===== src/rtl/combo_pkg.sv =====
// Shared definitions for the combination safe: lockout FSM states and the
// active-low seven-segment constants used by the HEX display path.
package combo_pkg;

    typedef enum logic [1:0] {
        ARMED   = 2'd0,
        LOCKOUT = 2'd1,
        DRAIN   = 2'd2
    } lockout_state_t;

    // Segment order {g,f,e,d,c,b,a}; a 0 lights the segment.
    localparam logic [6:0] SEG_OFF = 7'h7F;
    localparam logic [6:0] SEG_O   = 7'h40;
    localparam logic [6:0] SEG_P   = 7'h0C;
    localparam logic [6:0] SEG_E   = 7'h06;
    localparam logic [6:0] SEG_N   = 7'h2B;
    localparam logic [6:0] SEG_L   = 7'h47;
    localparam logic [6:0] SEG_C   = 7'h46;
    localparam logic [6:0] SEG_K   = 7'h09;
    localparam logic [6:0] SEG_D   = 7'h21;

    localparam logic [27:0] HEX_OPEN   = {SEG_O, SEG_P, SEG_E, SEG_N};
    localparam logic [41:0] HEX_LOCKED = {SEG_L, SEG_O, SEG_C, SEG_K, SEG_E, SEG_D};

    function automatic logic [6:0] seg_digit(input logic [3:0] value);
        logic [6:0] seg;
        case (value)
            4'h0: seg = 7'h40;
            4'h1: seg = 7'h79;
            4'h2: seg = 7'h24;
            4'h3: seg = 7'h30;
            4'h4: seg = 7'h19;
            4'h5: seg = 7'h12;
            4'h6: seg = 7'h02;
            4'h7: seg = 7'h78;
            4'h8: seg = 7'h00;
            4'h9: seg = 7'h10;
            4'hA: seg = 7'h08;
            4'hB: seg = 7'h03;
            4'hC: seg = 7'h46;
            4'hD: seg = 7'h21;
            4'hE: seg = 7'h06;
            default: seg = 7'h0E;
        endcase
        return seg;
    endfunction

endpackage


===== src/rtl/combo_tick_gen.sv =====
// One-pulse-per-TICK_CYCLES prescaler; clear holds it at zero so the first
// tick after release arrives exactly TICK_CYCLES cycles later.
module combo_tick_gen #(
    parameter int TICK_CYCLES = 50_000_000
) (
    input  logic clk,
    input  logic reset,
    input  logic clear,
    output logic tick
);

    localparam int CW = (TICK_CYCLES > 1) ? $clog2(TICK_CYCLES) : 1;
    localparam logic [CW-1:0] LAST = CW'(TICK_CYCLES - 1);

    logic [CW-1:0] cnt;

    // NOTE: sequential state uses non-blocking assignments so every register
    // samples pre-edge values regardless of block ordering.
    always_ff @(posedge clk) begin
        if (reset || clear) begin
            cnt <= '0;
        end else if (cnt == LAST) begin
            cnt <= '0;
        end else begin
            cnt <= cnt + 1'b1;
        end
    end

    assign tick = !clear && (cnt == LAST);

endmodule


===== src/rtl/combo_lockout_ctrl.sv =====
// Failed-attempt lockout controller between keypad front end and safe FSM.
// Define LOCKOUT_ESCALATE_EN to double the lockout length per lock_level.
module combo_lockout_ctrl
    import combo_pkg::*;
#(
    parameter int MAX_FAILS    = 3,
    parameter int LOCK_SECONDS = 10,
    parameter int TICK_CYCLES  = 50_000_000
) (
    input  logic       clk,
    input  logic       reset,
    input  logic       press,
    input  logic       key_validn_sync,
    input  logic       check,
    input  logic       match,
    output logic       press_out,
    output logic       locked,
    output logic [7:0] secs_left,
    output logic [2:0] fail_cnt,
    output logic [1:0] lock_level
);

    localparam logic [2:0] MAX_F     = 3'(MAX_FAILS);
    localparam logic [7:0] LOAD_BASE = 8'(LOCK_SECONDS);

    lockout_state_t state, state_next;
    logic [7:0]     secs_next, load_value;
    logic [2:0]     fail_next, fail_inc;
    logic [1:0]     level_next;
    logic           tick;

    combo_tick_gen #(.TICK_CYCLES(TICK_CYCLES)) u_tick_gen (
        .clk   (clk),
        .reset (reset),
        .clear (state != LOCKOUT),
        .tick  (tick)
    );

`ifdef LOCKOUT_ESCALATE_EN
    assign load_value = LOAD_BASE << lock_level;
`else
    assign load_value = LOAD_BASE;
`endif

    assign fail_inc = fail_cnt + 3'd1;
    assign locked   = (state != ARMED);

    // NOTE: every combinational output gets a default first so no path
    // through the case statement can infer a latch.
    always_comb begin
        state_next = state;
        fail_next  = fail_cnt;
        level_next = lock_level;
        secs_next  = secs_left;
        press_out  = 1'b0;
        case (state)
            ARMED: begin
                press_out = press;
                if (check) begin
                    if (match) begin
                        fail_next  = '0;
                        level_next = '0;
                    end else if (fail_inc == MAX_F) begin
                        fail_next  = MAX_F;
                        secs_next  = load_value;
                        state_next = LOCKOUT;
                        press_out  = 1'b0;
                    end else begin
                        fail_next = fail_inc;
                    end
                end
            end
            LOCKOUT: begin
                if (tick) begin
                    if (secs_left <= 8'd1) begin
                        secs_next  = '0;
                        state_next = DRAIN;
                    end else begin
                        secs_next = secs_left - 8'd1;
                    end
                end
            end
            DRAIN: begin
                // Wait for key release so a key held through expiry never leaks a press.
                if (key_validn_sync) begin
                    state_next = ARMED;
                    fail_next  = '0;
                    if (lock_level != 2'd3) level_next = lock_level + 2'd1;
                end
            end
            default: state_next = ARMED;
        endcase
    end

    always_ff @(posedge clk) begin
        if (reset) begin
            state      <= ARMED;
            fail_cnt   <= '0;
            lock_level <= '0;
            secs_left  <= '0;
        end else begin
            state      <= state_next;
            fail_cnt   <= fail_next;
            lock_level <= level_next;
            secs_left  <= secs_next;
        end
    end

endmodule


===== config.mk =====
export PLATFORM = sky130hd
export DESIGN_NAME = combo_lockout_ctrl
export DESIGN_NICKNAME = d
export VERILOG_FILES = /design/src/rtl/combo_pkg.sv /design/src/rtl/combo_tick_gen.sv /design/src/rtl/combo_lockout_ctrl.sv
export SDC_FILE = /design/constraint.sdc
export NUM_CORES = 1
export LEC_CHECK = 0
export ABC_CLOCK_PERIOD_IN_PS = 1700
export CAP_MARGIN = 20
export CORE_MARGIN = 10
export CORE_UTILIZATION = 50
export CTS_CLUSTER_DIAMETER = 60
export DETAILED_ROUTE_END_ITERATION = 16
export GPL_TIMING_DRIVEN = 0
export HOLD_SLACK_MARGIN = 0.15
export PLACE_DENSITY = 0.74
export SETUP_SLACK_MARGIN = 0.3
export SLEW_MARGIN = 40
export SYNTH_ARGS = -nofsm -noshare
export SYNTH_HDL_FRONTEND = slang
export SYNTH_SLANG_ARGS = --single-unit

===== constraint.sdc =====
create_clock -name clk -period 1.7 [get_ports clk]
set_input_delay 0.255 -clock clk [delete_from_list [all_inputs] [get_ports clk]]
set_output_delay 0.255 -clock clk [all_outputs]
set_load 0.05 [all_outputs]

==> flow_metrics.env <==
export IMPL_drv_cap=0
export IMPL_synthMuxAreaShare=0.00940
export IMPL_wl_per_cell_um=16.4
export IMPL_syn_num_nets=263
export IMPL_fp_coreArea_sq_um=4060
export IMPL_r2r_slack_ns=-0.06
export IMPL_start_kind="register"
export IMPL_wl_met2_mm=3.04
export IMPL_fmax_mhz=567
export IMPL_io_buffers=19
export IMPL_start_util=0.525
export IMPL_outcome="complete, but fails checks"
export IMPL_ctsRootBufferMaster="clkbuf_8"
export IMPL_die_area_sq_um=7270
export IMPL_io_pins=21
export IMPL_crit_fanout=5
export IMPL_grt_pass1_wl_mm=9.27
export IMPL_async_flop_share=0
export IMPL_hp_class="in -> reg"
export IMPL_synth_simple_gate_area_frac=0.332
export IMPL_fillers=263
export IMPL_h_tree_depth=2
export IMPL_synth_compound_area_frac=0.101
export IMPL_top_layer="met4"
export IMPL_postSynthCellCount=251
export IMPL_gr_total_overflow=0
export IMPL_synth_top_family_by_area="simple AND/OR/NAND/NOR gates"
export IMPL_cellPowerDensity_nw_per_um2=541
export IMPL_synthFlopType="dfxtp_1"
export IMPL_wl_mm=5.79
export IMPL_setup_ws_ns=-0.0641
export IMPL_final_cell_mix="nor2_1, dfxtp_2, nand2_1, buf_4, xnor2_1"
export IMPL_clkSlewWorstSetupHoldPaths_ns=0.08
export IMPL_synth_top_area_cell="dfxtp_1"
export IMPL_netlist_area_sq_um=2130
export IMPL_mostFrequentLayoutCell="nor2_1"
export IMPL_row_count=23
export IMPL_vias_per_cell=5.63
export IMPL_grt_max_degree=13
export IMPL_cts_tree="done"
export IMPL_antennaDiodeCount=0
export IMPL_die_y_um=85.3
export IMPL_antenna_found_initial=0
export IMPL_finalCritPeriodShare=1.04
export IMPL_crit_arrival_ns=1.99
export IMPL_grt_setup_unrepaired="yes"
export IMPL_numCtsBuffers=5
export IMPL_crit_type="reg -> reg"
export IMPL_synth_top_cell_area_share=0.385
export IMPL_ys_top_cells_by_area="dfxtp_1, nor2_1, xnor2_1"
export IMPL_post_dp_cell_area_sq_um=2530
export IMPL_violations="setup timing"
export IMPL_multi_input_area_sq_um=1560
export IMPL_gp_congestion=0.864
export IMPL_fin_area_sq_um=3180
export IMPL_grt_pass1_vias=2003
export IMPL_ir_worst_vdd_v=0.000434
export IMPL_cts_sinks=41
export IMPL_skew_ns=0.0126
export IMPL_clkLatencyLatePin_ns=0.30
export IMPL_synth_xor_area_frac=0.0987
export IMPL_ys_warnings_count=0
export IMPL_met3WireLength_um=275
export IMPL_final_util=0.783
export IMPL_worstMarginPinSlew_ns=0.580
export IMPL_slew_violations=0
export IMPL_vias=1993
export IMPL_drt_iter0_markers=126
export IMPL_drc_errors=0
export IMPL_post_place_ws_ns=-0.605
export IMPL_wl_met1_mm=2.32
export IMPL_die_w_um=85.3
export IMPL_power_leakage_nw=1.09
export IMPL_track_usage=0.154
export IMPL_drtAntennaViolNets=0
export IMPL_syn_avg_cell_area_sq_um=8.48
export IMPL_netlist_cell_type_count=47
export IMPL_nets=315
export IMPL_clockBufferDepth=2
export IMPL_worst_setup_path_end_kind="register"
export IMPL_cp_required_ns=1.93
export IMPL_finalSetupViolCount=9
export IMPL_area_growth_pct=49.2
export IMPL_synthAdderAreaFrac=0.0353
export IMPL_period_needed_ns=1.76
export IMPL_hold_viol_final=0
export IMPL_drive_gt1_frac=0.457
export IMPL_dr_pass1_iters=4
export IMPL_synth_edf_count=0
export IMPL_maxSlewHeadroom=0.610
export IMPL_dpl_hpwl_mm=3.32
export IMPL_yosysSeqAreaShare=0.385
export IMPL_ys_ff_latch=41
export IMPL_final_seq_area_sq_um=887
export IMPL_tns_ns=-0.258
==> state kept, by name, indices dropped and copies added (netlist names) <==
register	count
state	2
secs_left	8
lock_level	2
fail_cnt	3
u_tick_gen.cnt	26
==> through the flow <==
step                      hold WS [ns]  instances  power (mW)
after floorplan                  0.428        251        1.03
after global placement           0.449        320        1.06
after detailed placement         0.460        320        1.06
after CTS                        0.230        353        1.73
after global routing             0.243        354        1.78
final                            0.235        354        1.72
==> cell families after synthesis <==
logic type / Yosys count
DFF: 41
adders and majority gates: 6
muxes: 2
and+or+nand+nor: 128
buffers and inverters: 17
AOI/OAI and AO/OA: 33
xor gates and xnor gates: 24
==> per-layer routing <==
| metal | up-vias | track usage |
|---|---|---|
| met5 | - | 0 |
| met2 | 46 | 0.267 |
| met3 | 15 | 0.0421 |
| met1 | 950 | 0.167 |
| met4 | 0 | 0.0763 |
| li1 | 982 | - |
==> worst max-delay path, cell delays in order, from the launching register on <==
cell and delay (ns):
dfxtp_4 0.36, buf_4 0.14, nor2b_2 0.24, nand3_1 0.16, nor4_4 0.46, nand3b_1 0.17, a21oi_2 0.16
==> report_power, final <==
part	internal, mW	leakage [nW]	switching, mW
clock network	0.331	0.0455	0.337
logic	0.0429	0.693	0.0554
registers	0.946	0.349	0.00420
total	1.32	1.09	0.397
==> worst paths after layout <==
kind | startpoint | to | cells past startpoint
setup / recovery | state[1] | secs_left[7] | 6
hold / removal | reset | state[0] | 2
setup reg to reg | state[1] | secs_left[7] | 6
hold reg to reg | lock_level[0] | lock_level[0] | 2
==> cell usage after synthesis, types with 2 or more instances <==
| cell | count |
|---|---|
| nand3_1 | 11 |
| nand4_2 | 2 |
| nand4_1 | 5 |
| and2_1 | 2 |
| nor4_2 | 2 |
| or3_1 | 3 |
| or4_1 | 2 |
| nor2_2 | 2 |
| buf_4 | 2 |
| nor2b_1 | 2 |
| buf_2 | 2 |
| nor4_1 | 5 |
| nand3b_1 | 2 |
| dfxtp_1 | 41 |
| nor2_1 | 38 |
| ha_1 | 6 |
| a31oi_1 | 3 |
| o31ai_1 | 2 |
| xnor2_1 | 15 |
| clkbuf_1 | 5 |
| and3_1 | 4 |
| mux2i_1 | 2 |
| nor3_1 | 11 |
| inv_1 | 7 |
| nand2_1 | 18 |
| or2_1 | 3 |
| xor2_1 | 9 |
| a21oi_1 | 16 |
| nand4b_1 | 3 |
| nor4b_1 | 2 |
| o21ai_0 | 5 |
| nand2b_1 | 4 |
==> what timing repair did <==
| action | 4_1_cts | 5_1_grt |
|---|---|---|
| gates cloned | 1 | 0 |
| resized for setup | 126 | 23 |
| hold buffers | 0 | 0 |
| endpoints found under the setup margin | 56 | 47 |
| pin swaps | 28 | 4 |
| setup buffers | 24 | 1 |
==> area by class of cell <==
cell class,instances,area share
buffer,10,0.0331
clock buffer,8,0.0284
inverter,7,0.00827
multi-input combinational,193,0.492
sequential,41,0.279
tap,50,0.0197
timing repair buffer,45,0.139
Note: power is estimated with default switching activity, not from simulation.
